===== config.mk =====
export PLATFORM = sky130hd
export DESIGN_NAME = timer_icb_slave
export DESIGN_NICKNAME = d
export VERILOG_FILES = /design/src/rtl/timer_icb_slave_pkg.sv /design/src/rtl/timer_icb_slave_stat.sv /design/src/rtl/timer_icb_slave.sv
export SDC_FILE = /design/constraint.sdc
export NUM_CORES = 1
export LEC_CHECK = 0
export ABC_AREA = 1
export ABC_CLOCK_PERIOD_IN_PS = 3700
export CORE_ASPECT_RATIO = 1.4
export CORE_MARGIN = 3
export CORE_UTILIZATION = 29
export CTS_CLUSTER_DIAMETER = 100
export DETAILED_ROUTE_END_ITERATION = 12
export DONT_BUFFER_PORTS = 1
export PLACE_DENSITY = 0.47
export RECOVER_POWER = 100
export SLEW_MARGIN = 20
export SYNTH_ARGS = -nofsm -noshare
export SYNTH_HDL_FRONTEND = slang
export SYNTH_SLANG_ARGS = --single-unit

===== constraint.sdc =====
create_clock -name sys_clk -period 3.7 [get_ports sys_clk]
set_input_delay 1.11 -clock sys_clk [delete_from_list [all_inputs] [get_ports sys_clk]]
set_output_delay 1.11 -clock sys_clk [all_outputs]
set_load 0.005 [all_outputs]

===== src/rtl/timer_icb_slave_pkg.sv =====
// Shared definitions for the timer ICB front end: register offsets, STAT bit
// positions and FSM state encoding.
package timer_icb_slave_pkg;

    localparam logic [1:0] REG_CON  = 2'd0;
    localparam logic [1:0] REG_PRD  = 2'd1;
    localparam logic [1:0] REG_CNT  = 2'd2;
    localparam logic [1:0] REG_STAT = 2'd3;

    localparam int STAT_OVF_BIT = 0;
    localparam int STAT_INT_BIT = 1;
    localparam int STAT_W       = 2;

    typedef enum logic {
        ST_IDLE = 1'b0,
        ST_RESP = 1'b1
    } state_e;

endpackage


===== src/rtl/timer_icb_slave_stat.sv =====
// Sticky timer status flags (OVF, INT) with write-1-to-clear; a set arriving
// in the same cycle as a clear keeps the flag high.
module timer_icb_stat
    import timer_icb_slave_pkg::*;
(
    input  logic              clk_i,
    input  logic              rst_i,
    input  logic              ovf_i,
    input  logic              int_i,
    input  logic              clr_en_i,
    input  logic [STAT_W-1:0] clr_mask_i,
    output logic [STAT_W-1:0] stat_o
);

    logic [STAT_W-1:0] set_vec;
    logic [STAT_W-1:0] flag_q;
    logic [STAT_W-1:0] flag_d;

    always_comb begin
        set_vec               = '0;
        set_vec[STAT_OVF_BIT] = ovf_i;
        set_vec[STAT_INT_BIT] = int_i;
    end

    generate
        for (genvar gi = 0; gi < STAT_W; gi++) begin : g_flag
            assign flag_d[gi] = set_vec[gi] | (flag_q[gi] & ~(clr_en_i & clr_mask_i[gi]));

            always_ff @(posedge clk_i or posedge rst_i) begin
                if (rst_i) begin
                    flag_q[gi] <= 1'b0;
                end else begin
                    flag_q[gi] <= flag_d[gi];
                end
            end
        end
    endgenerate

    assign stat_o = flag_q;

endmodule


===== src/rtl/timer_icb_slave.sv =====
// ICB register front end for the 16-bit timer: decode, write strobes, read mux
// and single-outstanding response FSM. Define TMR_ICB_ERR_EN to flag unmapped accesses.
module timer_icb_slave
    import timer_icb_slave_pkg::*;
#(
    parameter int ADDR_W = 12,
    parameter int DATA_W = 32
) (
    input  logic              sys_clk,
    input  logic              sys_rst,
    input  logic              icb_cmd_valid,
    output logic              icb_cmd_ready,
    input  logic [ADDR_W-1:0] icb_cmd_addr,
    input  logic              icb_cmd_read,
    input  logic [DATA_W-1:0] icb_cmd_wdata,
    output logic              icb_rsp_valid,
    input  logic              icb_rsp_ready,
    output logic [DATA_W-1:0] icb_rsp_rdata,
    output logic              icb_rsp_err,
    output logic              tmr_con_wr,
    output logic              tmr_prd_wr,
    output logic              tmr_cnt_wr,
    output logic [15:0]       icb_wdat,
    input  logic [15:0]       tmr_con,
    input  logic [15:0]       tmr_prd,
    input  logic [15:0]       tmr_cnt,
    input  logic              tmr_ovf,
    input  logic              tmr_int
);

    state_e            state_q, state_d;
    logic              accept;
    logic              unmapped;
    logic [1:0]        reg_sel;
    logic              wr_hit;
    logic [2:0]        strb_q, strb_d;
    logic [15:0]       wdat_q, wdat_d;
    logic [DATA_W-1:0] rdata_q, rdata_d;
    logic [15:0]       rd_mux;
    logic [STAT_W-1:0] stat;
    logic              stat_clr;
    logic              unused_bits;

    assign accept   = icb_cmd_valid & icb_cmd_ready;
    assign unmapped = |icb_cmd_addr[ADDR_W-1:4];
    assign reg_sel  = icb_cmd_addr[3:2];
    assign wr_hit   = accept & ~icb_cmd_read & ~unmapped;
    assign stat_clr = wr_hit & (reg_sel == REG_STAT);

    // Byte lanes below the word offset and the upper data half are don't-care.
    assign unused_bits = ^{icb_cmd_addr[1:0], icb_cmd_wdata[DATA_W-1:16]};

    timer_icb_stat u_stat (
        .clk_i      (sys_clk),
        .rst_i      (sys_rst),
        .ovf_i      (tmr_ovf),
        .int_i      (tmr_int),
        .clr_en_i   (stat_clr),
        .clr_mask_i (icb_cmd_wdata[STAT_W-1:0]),
        .stat_o     (stat)
    );

    always_ff @(posedge sys_clk or posedge sys_rst) begin
        if (sys_rst) begin
            state_q <= ST_IDLE;
        end else begin
            state_q <= state_d;
        end
    end

    always_comb begin
        state_d = state_q;
        case (state_q)
            ST_IDLE: if (accept)        state_d = ST_RESP;
            ST_RESP: if (icb_rsp_ready) state_d = ST_IDLE;
            default:                    state_d = ST_IDLE;
        endcase
    end

    always_comb begin
        icb_cmd_ready = (state_q == ST_IDLE);
        icb_rsp_valid = (state_q == ST_RESP);
    end

    always_comb begin
        rd_mux = '0;
        if (!unmapped) begin
            case (reg_sel)
                REG_CON:  rd_mux = tmr_con;
                REG_PRD:  rd_mux = tmr_prd;
                REG_CNT:  rd_mux = tmr_cnt;
                default:  rd_mux = {{(16-STAT_W){1'b0}}, stat};
            endcase
        end
    end

    // Strobes are one-shot; wdat and rdata hold until the next accepted command.
    always_comb begin
        strb_d  = '0;
        wdat_d  = wdat_q;
        rdata_d = rdata_q;
        if (wr_hit && reg_sel != REG_STAT) begin
            strb_d[reg_sel] = 1'b1;
            wdat_d          = icb_cmd_wdata[15:0];
        end
        if (accept) begin
            rdata_d = icb_cmd_read ? {{(DATA_W-16){1'b0}}, rd_mux} : '0;
        end
    end

    always_ff @(posedge sys_clk or posedge sys_rst) begin
        if (sys_rst) begin
            strb_q  <= '0;
            wdat_q  <= '0;
            rdata_q <= '0;
        end else begin
            strb_q  <= strb_d;
            wdat_q  <= wdat_d;
            rdata_q <= rdata_d;
        end
    end

    assign tmr_con_wr    = strb_q[REG_CON];
    assign tmr_prd_wr    = strb_q[REG_PRD];
    assign tmr_cnt_wr    = strb_q[REG_CNT];
    assign icb_wdat      = wdat_q;
    assign icb_rsp_rdata = rdata_q;

`ifdef TMR_ICB_ERR_EN
    logic err_q;

    always_ff @(posedge sys_clk or posedge sys_rst) begin
        if (sys_rst) begin
            err_q <= 1'b0;
        end else if (accept) begin
            err_q <= unmapped;
        end
    end

    assign icb_rsp_err = err_q;
`else
    assign icb_rsp_err = 1'b0;
`endif

endmodule


# Word level (Yosys, flattened, before mapping)
# Cells that the tools add are included.
# W data, S select, Z words.
[word_totals] mem_bits_rw=0 wordCells=40 output_inout_bits=54 memories=0 romBits=0 latch_bits=0 reg_bits=54 in_bits=99
[classes] magnitude_cmp=2 n_mul=0 n_eq_ne=4 n_div=0 reduce_logical=4 shift=0 n_mux=9 add_sub_neg=0 bitwise_logic=15
[ops] operator="$pmux W16 S3" n=1
[ops] operator="$mux W16" n=2
[ops] operator="$and A1 B1 Y1" n=8
[ops] operator="$reduce_or A8 Y1" n=1
[ops] operator="$not A1 Y1" n=5
[ops] operator="$eq A2 B2 Y1 const B" n=2
[ops] operator="$lt A2 B3 Y1 const B" n=1
[ops] operator="$mux W1" n=3
[ops] operator="$mux W3" n=1
[ops] operator="$demux W1 S2" n=1
[ops] operator="$eq A2 B1 Y1 const B" n=1
[ops] operator="$ge A2 B1 Y1 const B" n=1
[ops] operator="$logic_and A1 B1 Y1" n=2
[ops] operator="$logic_not A2 Y1" n=1
[ops] operator="$ne A2 B2 Y1 const B" n=1
[ops] operator="$or A1 B1 Y1" n=2
[ops] operator="$pmux W1 S2" n=1

# Logic depth before layout (Yosys ltp)
[logic_depth] word_depth=9 ltp_mapped=8 depth_no_buf=6

# Hierarchy
# A second synthesis with hierarchy kept.
[hier_totals] hier_cells=278 area_unflattened_um2=2174.6
[by_module_without_submodules] module="timer_icb_slave" area_each_um2=2090.8 cells_each=267 seq_area_each_um2=900.9 instances=1
[by_module_without_submodules] module="timer_icb_stat" area_each_um2=83.8 cells_each=11 seq_area_each_um2=50.0 instances=1

# Worst setup path after synthesis
# No wires, ideal clock.
[synth_path] kind="input-to-reg" start="input icb_cmd_read" end="register wdat_q[10], in the netlist icb_wdat[10]" path_slack_ns=1.770 path_stages=6 required_ns=3.583 setup_time_ns=0.117 t_arrival_ns=1.812 n_path_buf=2 cell_sequence="buf_2 nor2_4 nand3_2 buf_4 nand2_1 o21ai_2"
[synth_via] elab_chain_cells=4
[synth_lines] element="start, declared" line_no="timer_icb_slave.sv:14" rtl="input logic icb_cmd_read,"
[synth_lines] element="$not A1 Y1" line_no="timer_icb_slave.sv:47" rtl="assign wr_hit = accept & ~icb_cmd_read & ~unmapped;"
[synth_lines] element="$and A1 B1 Y1 (2 in series)" line_no="timer_icb_slave.sv:47"
[synth_lines] element="$logic_and A1 B1 Y1" line_no="timer_icb_slave.sv:102" rtl="if (wr_hit && reg_sel != REG_STAT) begin"
[synth_lines] element="end signal, assigned" line_no="timer_icb_slave.sv:118" rtl="wdat_q <= wdat_d;"
[synth_lines] element="end, declared" line_no="timer_icb_slave.sv:37" rtl="logic [15:0] wdat_q, wdat_d;"
# No other way between the ends.
# A chain may end at the register's enable or synchronous reset.

==> impl_metrics.csv <==
group,metric,value,unit
global_route,first_global_vias,1589,
placement,hpwl,4030,um
route,vias,1616,
worst_setup_path,reg2reg_slack,1.47,ns
clocking,worstSkewPairLatency,0.29,ns
timing,setup_viol,0,
die,coreArea,7450,um2
timing,final.setup.tns,0,ns
timing,max-slew-margin-rel,-40.1,%
worst_setup_path,critPathCapture,"u_stat.stat_o[0]$_DFF_PP0_",
cells_and_area,n_fill_cell,832,
timing,rsz0062_at_grt,"no",
worst_setup_path,path_cells,"clkinv_1 > clkbuf_1",
synthesis,syn_area_per_cell,8.33,um2
die,ios,153,
clocking,cts_tree,"done",
worst_setup_path,critPathMaxFanout,38,
run_status,status,"finished, violations left",
clocking,clock-sinks,38,
synthesis,synth_area_leaders,"dfrtp_1 (42%), nand2_1 (15%), buf_4 (7.0%)",
timing,hold_violations,0,
timing,slew_violations,39,
worst_setup_path,cp_num_cells,2,
run_status,violations,"capacitance limit, slew limit",
clocking,numCtsBuffers,5,
route,drt_iter0_markers,43,
synthesis,synth-seq-cells,38,
cells_and_area,area_growth,-0.614,%
synthesis,synthCells,269,
worst_setup_path,path_buf_inv,2,
global_route,grt-ovfl-total,0,
clocking,cts_buffer_depth,2,
cells_and_area,drive_gt1_share,14.0,%
clocking,cts_resized,0,
clocking,htree_levels,2,
route,ant_nets,0,
worst_setup_path,cp-startpoint,"sys_rst",
global_route,grt_max_degree,39,
placement,place.gp.congestion,0.707,
power,leakagePower,1.16,nW
timing,worst_pin_slew,2.10,ns
die,die_w,80.3,um
clocking,postCtsHoldBufs,0,
worst_setup_path,path_delay_family,"buffers and inverters",
timing,fin_ws,1.04,ns
global_route,grt_pass1_wl,8030,um
worst_setup_path,reg2reg_from,"icb_rsp_valid$_DFF_PP0_",
placement,place.port_buffers,0,
placement,dpl_worst_slack,0.973,ns
worst_setup_path,slowest_delay,1.49,ns
synthesis,ys_types,23,
cells_and_area,fin_util,29.9,%
worst_setup_path,end_kind,"asynchronous set/reset pin",
route,via_per_inst,4.48,
route,drc,0,
route,wl,5460,um
synthesis,synth_warnings,0,
timing,clock_skew,0.00423,ns
die,num_rows,37,
timing,hold_slack,0.466,ns
worst_setup_path,slowest_stage,"clkbuf_1",
clocking,clk_pin_slew,0.08,ns
job,maxCapViolCount,1,
timing,final.period_utilization,72.0,%
worst_setup_path,rr_worst_depth,6,
clocking,root_buffer,"clkbuf_8",
timing,fmax,0.375,GHz
clocking,postCtsSetupBuffers,0,
timing,finalCriticalPeriod,2.66,ns
power,peakVddDrop,231,uV
die,dieArea,8830,um2
worst_setup_path,path_class,"input pin to asynchronous set/reset pin",
synthesis,yosysTopAreaCell,"dfrtp_1",
worst_setup_path,r2r_end,"icb_rsp_rdata[1]$_DFFE_PP0N_",
synthesis,syn_area,2240,um2
synthesis,yosysTopAreaCellShare,42.4,%
route,wl_per_cell,15.1,um
worst_setup_path,worst_ep_required_time,3.68,ns
cells_and_area,layout.nets,362,
power,power_density,385,nW/um2
die,fp.dieH,110,um
synthesis,synth-seq-area-share,42.4,%
route,dr.pass1.iters,4,
die,start_util,30.1,%
global_route,grt_antenna_before_repair,0,
worst_hold_path,hold_class,"flop to flop",
cells_and_area,diodes,0,
worst_setup_path,cp-start-kind,"input pin",
global_route,grt_usage,12.0,%
worst_setup_path,arrival,2.64,ns
## per-layer routing
| metal | share of wire (%) | GRT usage, % |
|---|---|---|
| met1 | 38 | 12.6 |
| met2 | 52 | 21.9 |
| met3 | 8.8 | 4.55 |
| met4 | 1.4 | 3.99 |
| met5 | 0 | 0 |
## Yosys cell counts (all sizes together)
library cell	n
nand3	19
nor2	10
conb	1
nand2	102
nor3	3
nand4	17
o21ai	20
buf	32
or2	2
dfrtp	38
inv	25
## report_power, final
part           switching (W)  internal (W)  leakage [nW]  total (W)
sequential        0.00000333      0.000419         0.518   0.000423
combinational      0.0000569     0.0000207         0.594  0.0000776
clock               0.000157      0.000201        0.0504   0.000357
## sequential cells by signal, indices dropped and copies added (netlist names)
| name | flops |
|---|---|
| icb_rsp_rdata | 16 |
| strb_q | 3 |
| u_stat.stat_o | 2 |
| icb_wdat | 16 |
| icb_rsp_valid | 1 |
## cell type report
cell class	count	area [um2]	share of cell area [%]
clock buffer	5	68.8	3.09
clock inverter	3	45.0	2.02
inverter	25	96.3	4.33
multi-input combinational	190	930	41.7
sequential	38	951	42.7
tap	97	121	5.45
timing repair buffer	3	15.0	0.674
## worst min path at each step
stage          slack (ns)                         end                       start  cells past startpoint
6_report             0.47  u_stat.stat_o[1]$_DFF_PP0_  u_stat.stat_o[1]$_DFF_PP0_                      2
5_1_grt              0.52  u_stat.stat_o[0]$_DFF_PP0_  u_stat.stat_o[0]$_DFF_PP0_                      2
4_1_cts              0.47  u_stat.stat_o[1]$_DFF_PP0_  u_stat.stat_o[1]$_DFF_PP0_                      2
3_5_place_dp         0.45  u_stat.stat_o[1]$_DFF_PP0_  u_stat.stat_o[1]$_DFF_PP0_                      2
3_3_place_gp         0.45  u_stat.stat_o[1]$_DFF_PP0_  u_stat.stat_o[1]$_DFF_PP0_                      2
2_1_floorplan        0.43  u_stat.stat_o[0]$_DFF_PP0_  u_stat.stat_o[0]$_DFF_PP0_                      2
## cells by family (layout without fill, tap and decap cells)
| kind of cell | after synthesis | in the layout | share of synthesized area [%] |
|---|---|---|---|
| buffers and inverters | 57 | 36 | 16.4 |
| AO/OA/AOI/OAI | 20 | 20 | 6.98 |
| AND/OR/NAND/NOR | 153 | 153 | 34.0 |
| flip-flops | 38 | 38 | 42.4 |
| other | 1 | 17 | 0.167 |
## per-stage QoR
stage | power, W | area, um2 | std cells
detailed placement | 0.000517 | 2170 | 353
floorplan | 0.000525 | 2300 | 285
global route | 0.000907 | 2230 | 361
finish | 0.000857 | 2230 | 361
global placement | 0.000516 | 2170 | 353
CTS | 0.000884 | 2290 | 361
## cells in the final DEF, fill, tap and decap left out
| cell type | synthesis | layout |
|---|---|---|
| nand2_1 | 91 | 91 |
| o21ai_0 | 4 | 19 |
| bufinv_16 | 0 | 1 |
| nor2_2 | 1 | 1 |
| nor3_1 | 3 | 3 |
| nand3_1 | 12 | 12 |
| nand3_2 | 7 | 7 |
| clkbuf_1 | 0 | 2 |
| nor2_1 | 5 | 5 |
| conb_1 | 1 | 17 |
| clkinvlp_4 | 0 | 2 |
| inv_4 | 1 | 1 |
| nand2_2 | 11 | 11 |
| nand4_1 | 17 | 17 |
| o21ai_2 | 15 | 1 |
| dfrtp_1 | 38 | 38 |
| clkinv_1 | 0 | 1 |
| inv_2 | 3 | 1 |
| nor2_8 | 2 | 2 |
| buf_4 | 21 | 1 |
| or2_2 | 2 | 2 |
| inv_1 | 21 | 22 |
| clkbuf_8 | 0 | 5 |
| nor2_4 | 2 | 2 |
No activity file was read; power rests on OpenSTA's default activity.
